### config.mk
export PLATFORM = sky130hd
export DESIGN_NAME = div32
export DESIGN_NICKNAME = d
export VERILOG_FILES = /design/src/rtl/div32.sv
export SDC_FILE = /design/constraint.sdc
export NUM_CORES = 1
export LEC_CHECK = 0
export CAP_MARGIN = 0
export CORE_UTILIZATION = 59
export DETAILED_ROUTE_END_ITERATION = 8
export PLACE_DENSITY_LB_ADDON = 0.25
export SLEW_MARGIN = 20
export SYNTH_ARGS = -nofsm -noshare
export SYNTH_HDL_FRONTEND = slang
export SYNTH_SLANG_ARGS = --single-unit
### constraint.sdc
create_clock -name clk -period 5 [get_ports clk]
set_clock_uncertainty 0.15 [all_clocks]
set_input_delay 0.75 -clock clk [delete_from_list [all_inputs] [get_ports clk]]
set_output_delay 0.75 -clock clk [all_outputs]
set_load 0.02 [all_outputs]
### src/rtl/div32.sv
// Sequential unsigned restoring divider: quo = a / b, rem = a % b, one quotient
// bit per clock behind a start/busy/done handshake; b == 0 completes in one edge.
module div32 #(
    parameter int unsigned WIDTH = 32
) (
    input  logic             clk,
    input  logic             rst,
    input  logic             start,
    input  logic [WIDTH-1:0] a,
    input  logic [WIDTH-1:0] b,
    output logic [WIDTH-1:0] quo,
    output logic [WIDTH-1:0] rem,
    output logic             busy,
    output logic             done,
    output logic             dbz
);

    localparam int unsigned CW = (WIDTH > 2) ? $clog2(WIDTH) : 1;
    localparam logic [CW-1:0] LAST = CW'(WIDTH - 1);

    typedef enum logic {IDLE, CALC} state_t;

    state_t           state;
    logic [WIDTH-1:0] q;
    logic [WIDTH-1:0] r;
    logic [WIDTH-1:0] d;
    logic [CW-1:0]    cnt;

    logic [WIDTH:0]   r_shift;
    logic             ge;
    logic [WIDTH-1:0] q_next;
    logic [WIDTH-1:0] r_next;

    // The partial remainder is always below the divisor, so WIDTH bits hold it;
    // only the shifted trial value needs the extra top bit for the compare.
    always_comb begin
        r_shift = {r, q[WIDTH-1]};
        ge      = (r_shift >= {1'b0, d});
        q_next  = {q[WIDTH-2:0], ge};
        r_next  = ge ? (r_shift[WIDTH-1:0] - d) : r_shift[WIDTH-1:0];
    end

    always_ff @(posedge clk) begin
        if (rst) begin
            state <= IDLE;
            q     <= '0;
            r     <= '0;
            d     <= '0;
            cnt   <= '0;
            quo   <= '0;
            rem   <= '0;
            busy  <= 1'b0;
            done  <= 1'b0;
            dbz   <= 1'b0;
        end else begin
            done <= 1'b0;
            case (state)
                IDLE: begin
                    if (start) begin
                        if (b == '0) begin
                            quo  <= '1;
                            rem  <= a;
                            dbz  <= 1'b1;
                            done <= 1'b1;
                        end else begin
                            q     <= a;
                            d     <= b;
                            r     <= '0;
                            cnt   <= '0;
                            busy  <= 1'b1;
                            state <= CALC;
                        end
                    end
                end
                CALC: begin
                    q   <= q_next;
                    r   <= r_next;
                    cnt <= cnt + 1'b1;
                    if (cnt == LAST) begin
                        quo   <= q_next;
                        rem   <= r_next;
                        dbz   <= 1'b0;
                        done  <= 1'b1;
                        busy  <= 1'b0;
                        state <= IDLE;
                    end
                end
                default: state <= IDLE;
            endcase
        end
    end

endmodule
==> results of run 1 <==
through the flow:
stage / setup slack [ns] / util (%) / power [mW]
detailed placement: 1.22 / 70.5 / 4.96
floorplan: 2.28 / - / 4.29
global placement: 1.35 / 70.5 / 4.92
CTS: 1.53 / 74.7 / 6.30
finish: 1.44 / 74.7 / 6.40
global route: 1.33 / 74.7 / 6.73
cells by family after synthesis:
logic type,synth area share [%]
fa+ha+maj,5.14
flops,39.1
buf+inv,6.36
mux,0.708
xor+xnor,2.83
compound gates,24.5
simple gates,21.4
worst min path at each step:
stage / slack, ns / to / depth (start not counted)
5_1_grt: 0.32 / d[3] / 2
2_1_floorplan: 0.28 / q[0] / 2
3_5_place_dp: 0.30 / d[23] / 2
3_3_place_gp: 0.29 / d[5] / 2
4_1_cts: 0.31 / d[23] / 2
6_report: 0.30 / d[17] / 2
worst register-to-register path, delay by kind of cell (launching register included):
family / cells / cell delay [ns]
AOI/OAI and AO/OA: 6 / 1.70
adders and majority gates: 1 / 0.43
DFF: 1 / 0.35
and+or+nand+nor: 2 / 0.80
state kept, by name (all words and copies together) (netlist names):
register / flops
quo: 32
state: 1
r: 32
cnt: 5
done: 1
busy: 1
rem: 32
dbz: 1
q: 32
d: 32
routing by layer:
metal,vias up,GRT usage [%]
met1,3953,44.3
met5,-,0
met3,81,6.46
li1,4069,-
met4,0,20.0
met2,418,51.2
synth_stat cells, types with 5 or more instances:
library cell	instances	share of area, %
dfxtp_1	169	39
nor2_1	159	6.9
nand2_1	126	5.5
a21oi_1	111	6.4
clkbuf_1	62	2.7
a211oi_1	45	3.9
inv_1	45	2.0
nor4_1	38	2.7
o21ai_0	35	2.0
ha_1	34	4.9
nand3_1	28	1.6
a31oi_1	25	1.8
a21o_1	24	2.1
nor3_1	15	0.87
xnor2_1	15	1.5
nand4_1	14	1.0
xor2_1	13	1.3
o21ai_1	12	0.69
a211oi_2	9	1.3
buf_2	9	0.52
buf_1	7	0.30
o211ai_1	7	0.61
nor4b_1	6	0.61
o21bai_1	6	0.52
and3_1	5	0.36
mux2i_1	5	0.58
o21a_1	5	0.43
o31ai_1	5	0.43
final cells by class:
type,instances,area (sq um)
multi-input cells,800,4750
fillers,1086,3560
flip-flops and latches,169,3380
repair buffers,142,1420
clock buffers,19,433
well taps,180,225
inverters,45,169
clock inverters,13,156
power by group:
group	switching, mW	internal, mW	leakage, nW
combinational	2.19	1.26	2.30
clock	0.578	0.750	0.287
sequential	0.140	1.48	1.38
total	2.91	3.49	3.96
==> impl_metrics.py, run 1 <==
metrics = {
    "timing": {
        "finalHoldViolCount": 0,
        "finalSetupViolCount": 0,
        "clock.fmax_ghz": 0.281,
        "min_period_ns": 3.56,
        "tightest_slew_ns": 0.748,
        "slew_headroom_pct": 50.1,
        "holdWs_ns": 0.303,
        "grt_setup_unrepaired": "no",
        "period_share_pct": 71.3,
        "tns_ns": 0,
        "slew_viol_final": 0,
    },
    "synth": {
        "synth.net_count": 1203,
        "netlist_area_sq_um": 8660,
        "synth-edff-count": 0,
        "ys_types": 69,
        "synth_warnings": 0,
        "syn_area_per_cell_sq_um": 7.87,
        "seq_area_frac_synth_pct": 39.1,
        "async_flop_share_pct": 0,
        "synth_cells": 1101,
        "ys_seq_elements": 169,
        "synth_flop_cell": "dfxtp_1",
    },
    "cts": {
        "h-tree-depth": 4,
        "cts_tree": "built",
        "cts_root_buf": "clkbuf_16",
        "cts_buffer_depth": 2,
        "hold_buffers": 0,
        "cts_setup_buffers": 0,
        "cts.reportedPaths.clkPinSlew_ns": 0.07,
        "clock-sinks": 169,
        "numCtsBuffers": 17,
        "cts_resized": 0,
        "clock_latency_ns": 0.43,
    },
    "global_routing": {
        "groute.usage.overall_pct": 33.7,
        "grt_pass1_vias": 7728,
        "antenna_found_initial": 0,
        "grt.overflow.total": 0,
        "grt_max_degree": 69,
        "grt_pass1_wl_um": 39200,
    },
    "pwr": {
        "power.leakage_nw": 3.96,
        "power.density_nw_per_um2": 608,
        "ir_worst_vdd_mv": 0.392,
    },
    "place": {
        "place_inst": 1336,
        "dpl_cell_area_sq_um": 9940,
        "hpwl_um": 18200,
        "portBuffers": 133,
        "place.gp.congestion": 0.918,
    },
    "setup_path": {
        "critPathMaxStageDelay_ns": 0.57,
        "r2r_start": "r[15]",
        "r2r_cells": 9,
        "critPathBufInv": 0,
        "crit_fanout": 24,
        "reg2reg_slack_ns": 1.44,
        "setup.worst_path.end": "r[24]",
        "worstReg2RegEnd": "r[24]",
        "cp.depth": 9,
        "critPathArrivalTime_ns": 3.69,
        "setup.worst_path.start_class": "flop",
        "path_class": "reg -> reg",
        "cpMaxStageDelayCell": "o21ai_2",
        "crit_required_ns": 5.13,
        "critPathLaunch": "r[15]",
        "critPathCaptureType": "flop",
        "cp_cell_sequence": "ha_1 > a21oi_2 > o21ai_0 > nor3_1 > a21oi_4 > o21ai_2 > nand2_4 > a31oi_1 > a21oi_1",
        "critPathTopFamily": "compound AO/OA/AOI/OAI gates",
    },
    "drt": {
        "wl_met3_um": 2140,
        "vias": 8521,
        "wl_per_cell_um": 18.3,
        "firstDrtPassIters": 5,
        "wl_met1_um": 10500,
        "routed_wl_um": 25000,
        "drc": 0,
        "met2_length_um": 10900,
        "first_iter_violations": 907,
        "vias_per_cell": 6.23,
        "routed.top_layer": "met4",
        "drtAntennaViolNets": 0,
    },
    "cells_and_area": {
        "nNetsFinal": 1277,
        "drive_gt1_share_pct": 6.65,
        "most-common-layout-cells": "169 x dfxtp_1, 159 x nor2_1, 132 x clkdlybuf4s50_1",
        "n_antenna_cell": 0,
        "final_common_cell": "dfxtp_1",
        "area_growth_pct": 21.6,
        "fin_cells": 1368,
        "fin_area_sq_um": 10500,
    },
    "floorplanning": {
        "coreArea_sq_um": 14100,
        "die_h_um": 123,
        "dieArea_sq_um": 15200,
        "num_rows": 43,
        "start_util_pct": 61.4,
        "die_x_um": 123,
        "boundaryPins": 134,
    },
    "hold_path": {
        "min_path_type": "reg -> reg",
        "hold_start": "d[17]",
    },
    "job": {
        "cap_viol_max_count": 0,
    },
    "outcome": {
        "status": "finished clean",
    },
}
Power figures use the tool's default switching activity.
==> run 2: changes to the inputs <==
--- a/config.mk
+++ b/config.mk
@@ -6,7 +6,7 @@
 export NUM_CORES = 1
 export LEC_CHECK = 0
 export CAP_MARGIN = 0
-export CORE_UTILIZATION = 59
+export CORE_UTILIZATION = 49
 export DETAILED_ROUTE_END_ITERATION = 8
 export PLACE_DENSITY_LB_ADDON = 0.25
 export SLEW_MARGIN = 20
==> constraint.sdc (replaced) <==
create_clock -name clk -period 2.9 [get_ports clk]
set_clock_uncertainty 0.15 [all_clocks]
set_input_delay 0.435 -clock clk [delete_from_list [all_inputs] [get_ports clk]]
set_output_delay 0.435 -clock clk [all_outputs]
set_load 0.02 [all_outputs]
==> run 2 against run 1 <==
  * The run now ends with negative setup slack left
  * Clock-buffer cell count did not move
  * Die area grew 20%
  * Highest routed layer unchanged
  * Power up 140%
  * Clock power is 80% higher
  * Via count up 6.9%
  * Fmax increased by 18%
==> impl_metrics.py, run 2 (synthesis gave the netlist of run 1 again) <==
metrics = {
    "outcome": {
        "status": "finished with violations",
        "violations": "negative setup slack",
    },
    "hold_path": {
        "min_path_type": "reg -> reg",
        "hold_path_end": "d[16]",
        "hold_start": "d[16]",
        "holdPathStages": 2,
    },
    "cts": {
        "cts_buffer_depth": 2,
        "clock_latency_ns": 0.43,
        "cts.reportedPaths.clkPinSlew_ns": 0.07,
        "clock-sinks": 169,
        "cts_root_buf": "clkbuf_16",
        "numCtsBuffers": 17,
        "hold_buffers": 0,
        "cts_tree": "built",
        "h-tree-depth": 4,
    },
    "setup_path": {
        "r2r_cells": 14,
        "crit_required_ns": 3.10,
        "critPathCaptureType": "flop",
        "r2r_start": "q[31]",
        "reg2reg_slack_ns": -0.13,
        "setup.worst_path.start_class": "flop",
        "crit_fanout": 4,
        "critPathLaunch": "q[31]",
        "path_class": "reg -> reg",
        "worstReg2RegEnd": "r[30]",
        "critPathArrivalTime_ns": 3.23,
    },
    "timing": {
        "clock.fmax_ghz": 0.330,
        "setup_slack_ns": -0.132,
        "slew_headroom_pct": 56.3,
        "finalHoldViolCount": 0,
        "tightest_slew_ns": 0.655,
        "tns_ns": -0.942,
        "min_period_ns": 3.03,
        "slew_viol_final": 0,
        "finalSetupViolCount": 17,
        "period_share_pct": 105,
        "holdWs_ns": 0.304,
        "grt_setup_unrepaired": "yes",
    },
    "global_routing": {
        "grt_pass1_vias": 8141,
        "grt.met1_usage_pct": 39.9,
        "antenna_found_initial": 0,
        "grt_max_degree": 56,
        "groute.usage.overall_pct": 30.0,
        "grt_pass1_wl_um": 42400,
        "busiest_layer": "met2",
        "grtUsageMet3_pct": 5.22,
        "grt.overflow.total": 0,
        "use_met2_pct": 47.8,
    },
    "pwr": {
        "power.density_nw_per_um2": 1260,
        "ir_worst_vdd_mv": 0.736,
        "power.leakage_nw": 4.67,
    },
    "cells_and_area": {
        "area_growth_pct": 41.6,
        "most-common-layout-cells": "159 x nor2_1, 156 x dfxtp_1, 132 x clkdlybuf4s50_1",
        "final_common_cell": "nor2_1",
        "nNetsFinal": 1395,
        "n_antenna_cell": 0,
        "drive_gt1_share_pct": 22.1,
    },
    "drt": {
        "first_iter_violations": 713,
        "firstDrtPassIters": 6,
        "vias_per_cell": 5.95,
        "vias": 9113,
        "drc": 0,
        "drtAntennaViolNets": 0,
        "wl_per_cell_um": 18.9,
        "routed_wl_um": 29000,
    },
    "floorplanning": {
        "coreArea_sq_um": 17300,
        "start_util_pct": 50.1,
        "num_rows": 48,
        "dieArea_sq_um": 18200,
        "boundaryPins": 134,
        "die_x_um": 135,
        "die_h_um": 135,
    },
    "place": {
        "place.gp.congestion": 0.921,
        "hpwl_um": 20000,
        "portBuffers": 133,
    },
    "job": {
        "cap_viol_max_count": 0,
    },
}
-- run 2: changes by cell type in the layout (fill, tap and decap cells not counted), moves of 6 or more --
cell / previous run / this run
dfxtp_1: 169 / 156
a21oi_1: 110 / 103
ha_4: 0 / 15
a31oi_1: 24 / 16
buf_6: 0 / 6
dfxtp_2: 0 / 13
inv_1: 45 / 39
ha_1: 34 / 14
a31oi_2: 2 / 9
a211oi_1: 45 / 37
o21ai_2: 1 / 7
o21ai_0: 35 / 24
buf_12: 2 / 10
buf_4: 8 / 105
-- run 2: stage by stage --
step	setup slack [ns]	area (sq um)	instances	power, mW	utilization, %
2_1_floorplan	0.183	8660	1101	7.39	-
3_3_place_gp	-0.169	10800	1475	9.85	62.3
3_5_place_dp	-0.141	10800	1475	9.92	62.3
4_1_cts	-0.0219	11600	1509	12.7	67.1
5_1_grt	-0.200	12300	1531	16.1	70.9
6_report	-0.132	12300	1531	15.4	70.9
-- run 2: critical path: stages (launching register included) --
cell and delay (ns):
dfxtp_2 0.32, inv_2 0.07, ha_4 0.15, inv_2 0.04
fa_2 0.37, a21o_1 0.20, a311oi_2 0.34, buf_4 0.18
o211ai_1 0.12, nand3_1 0.13, o211a_1 0.24, o21ai_1 0.11
xor2_1 0.16, nand2_1 0.13, a311oi_2 0.25
-- run 2: layer usage --
layer,vias to the layer above,routed length [um],share of wire (%)
met1,4257,12200,42
met3,89,2310,8.0
met5,-,0,0
met2,468,13300,46
li1,4299,-,-
met4,0,1170,4.0
-- run 2: layout make-up --
cell class              count  area [sq um]
multi-input cells         804          5360
fillers                  1382          5030
flip-flops and latches    169          3400
well taps                 225           282
repair buffers            256          2440
inverters                  45           171
clock inverters            13           180
clock buffers              19           433
-- run 2: worst max path at each step --
stage	to	slack, ns	cells past startpoint
after detailed placement	rem[14]	-0.14	12
after global routing	r[30]	-0.20	14
after global placement	rem[2]	-0.17	11
final	r[30]	-0.13	14
after CTS	rem[25]	-0.02	12
after floorplan	r[20]	0.18	13
-- run 2: what timing repair did --
item,CTS,global route
hold endpoints to repair,0,0
endpoints found under the setup margin,52,66
pin swaps,18,53
resized for setup,41,96
cloned,1,5
setup buffers,2,18
-- run 2: where the power goes --
group	internal, mW	switching, mW	leakage, nW
combinational	4.81	5.35	2.99
sequential	2.56	0.298	1.38
clock	1.38	1.01	0.300
==> run 3: changes to the inputs <==
--- a/config.mk
+++ b/config.mk
@@ -6,6 +6,7 @@
 export NUM_CORES = 1
 export LEC_CHECK = 0
 export CAP_MARGIN = 0
+export CORE_MARGIN = 2
 export CORE_UTILIZATION = 49
 export DETAILED_ROUTE_END_ITERATION = 8
 export PLACE_DENSITY_LB_ADDON = 0.25
==> run 3 against run 2 <==
  * The run still ends with negative setup slack left
  * Register-to-register slack about the same
  * Cell area increased by 1.5%
  * Utilization increased by 1.1 points
  * Non-clock buffer count increased by 10
  * Critical path type unchanged
  * Largest power group unchanged
==> impl_metrics.py, run 3 (synthesis gave the netlist of run 1 again) <==
metrics = {
    "floorplanning": {
        "boundaryPins": 134,
        "start_util_pct": 50.1,
        "dieArea_sq_um": 18800,
        "num_rows": 48,
        "coreArea_sq_um": 17300,
        "die_h_um": 137,
        "die_x_um": 137,
    },
    "setup_path": {
        "critPathArrivalTime_ns": 3.18,
        "setup.worst_path.start_class": "flop",
        "critPathCaptureType": "flop",
        "r2r_cells": 14,
        "path_class": "reg -> reg",
        "crit_fanout": 4,
        "crit_required_ns": 3.06,
    },
    "cts": {
        "hold_buffers": 0,
        "cts_tree": "built",
        "cts.reportedPaths.clkPinSlew_ns": 0.07,
        "h-tree-depth": 4,
        "numCtsBuffers": 17,
        "cts_root_buf": "clkbuf_16",
        "clock_latency_ns": 0.44,
        "cts_buffer_depth": 2,
        "clock-sinks": 169,
    },
    "cells_and_area": {
        "final_util_pct": 72.0,
        "fin_cells": 1541,
        "drive_gt1_share_pct": 23.1,
        "n_antenna_cell": 0,
        "n_fill_cell": 1297,
        "final_common_cell": "nor2_1",
        "area_growth_pct": 43.7,
        "most-common-layout-cells": "159 x nor2_1, 158 x dfxtp_1, 132 x clkdlybuf4s50_1",
        "nNetsFinal": 1405,
        "fin_area_sq_um": 12400,
    },
    "global_routing": {
        "grt_pass1_wl_um": 43600,
        "grt_max_degree": 159,
        "grt.overflow.total": 0,
        "antenna_found_initial": 0,
        "grt_pass1_vias": 8368,
        "groute.usage.overall_pct": 30.1,
    },
    "hold_path": {
        "min_path_type": "reg -> reg",
        "holdPathStages": 2,
    },
    "timing": {
        "holdWs_ns": 0.306,
        "period_share_pct": 104,
        "slew_viol_final": 0,
        "setup_slack_ns": -0.125,
        "grt_setup_unrepaired": "yes",
        "min_period_ns": 3.02,
        "finalSetupViolCount": 31,
        "tns_ns": -1.60,
        "clock.fmax_ghz": 0.331,
        "finalHoldViolCount": 0,
        "tightest_slew_ns": 0.730,
        "slew_headroom_pct": 51.4,
    },
    "pwr": {
        "ir_worst_vdd_mv": 0.834,
        "power.leakage_nw": 4.77,
        "power.density_nw_per_um2": 1250,
        "finalPower_mw": 15.6,
    },
    "drt": {
        "routed_wl_um": 30000,
        "wl_per_cell_um": 19.5,
        "drc": 0,
        "drtAntennaViolNets": 0,
        "vias": 9204,
        "vias_per_cell": 5.97,
        "firstDrtPassIters": 5,
        "first_iter_violations": 756,
    },
    "outcome": {
        "status": "finished with violations",
        "violations": "negative setup slack",
    },
    "place": {
        "dp_slack_ns": -0.226,
        "place_inst": 1486,
        "hpwl_um": 20500,
        "portBuffers": 133,
        "place.gp.congestion": 0.925,
        "dpl_cell_area_sq_um": 10900,
    },
    "job": {
        "cap_viol_max_count": 0,
    },
}
==> run 3: what timing repair did <==
action | in CTS | in global routing
endpoints found under the setup margin | 63 | 62
setup buffers | 6 | 16
gates resized for setup | 33 | 116
pin swaps | 20 | 58
gates cloned | 1 | 4
==> run 3: worst paths after layout <==
| check | from | endpoint | slack [ns] |
|---|---|---|---|
| min reg2reg | d[17] | d[17] | 0.31 |
| max | q[31] | r[26] | -0.12 |
| min | d[17] | d[17] | 0.31 |
| max reg2reg | q[31] | r[26] | -0.12 |
==> run 3: worst max-delay path, stage by stage (launching register included) <==
cell and delay (ns):
dfxtp_2 0.32, inv_2 0.08, ha_4 0.14, inv_2 0.04, fa_2 0.35, a21o_1 0.22, a311oi_2 0.30, buf_4 0.18
o211ai_1 0.19, nand3_1 0.16, o211a_4 0.21, buf_6 0.10, xnor2_2 0.05, mux2i_1 0.25, o21ai_1 0.15
==> run 3: layout make-up <==
cell class	instances	area (sq um)	share of cell area, %
Clock buffer	17	425	3.42
Clock inverter	15	175	1.41
Inverter	45	171	1.38
Multi-Input combinational cell	804	5440	43.7
Sequential cell	169	3400	27.3
Tap cell	225	282	2.26
Timing Repair Buffer	266	2560	20.6
==> run 3: per-layer routing <==
| metal | share of wire, % | vias to the layer above | GRT usage [%] |
|---|---|---|---|
| met5 | 0 | - | 0 |
| li1 | - | 4329 | - |
| met2 | 46 | 491 | 48.7 |
| met4 | 4.0 | 0 | 11.1 |
| met1 | 41 | 4286 | 39.2 |
| met3 | 8.6 | 98 | 6.74 |
==> run 3: report_power, final <==
| part | switching (mW) | total, mW | internal [mW] |
|---|---|---|---|
| sequential | 0.281 | 2.84 | 2.55 |
| combinational | 5.56 | 10.4 | 4.84 |
| clock | 1.09 | 2.32 | 1.23 |
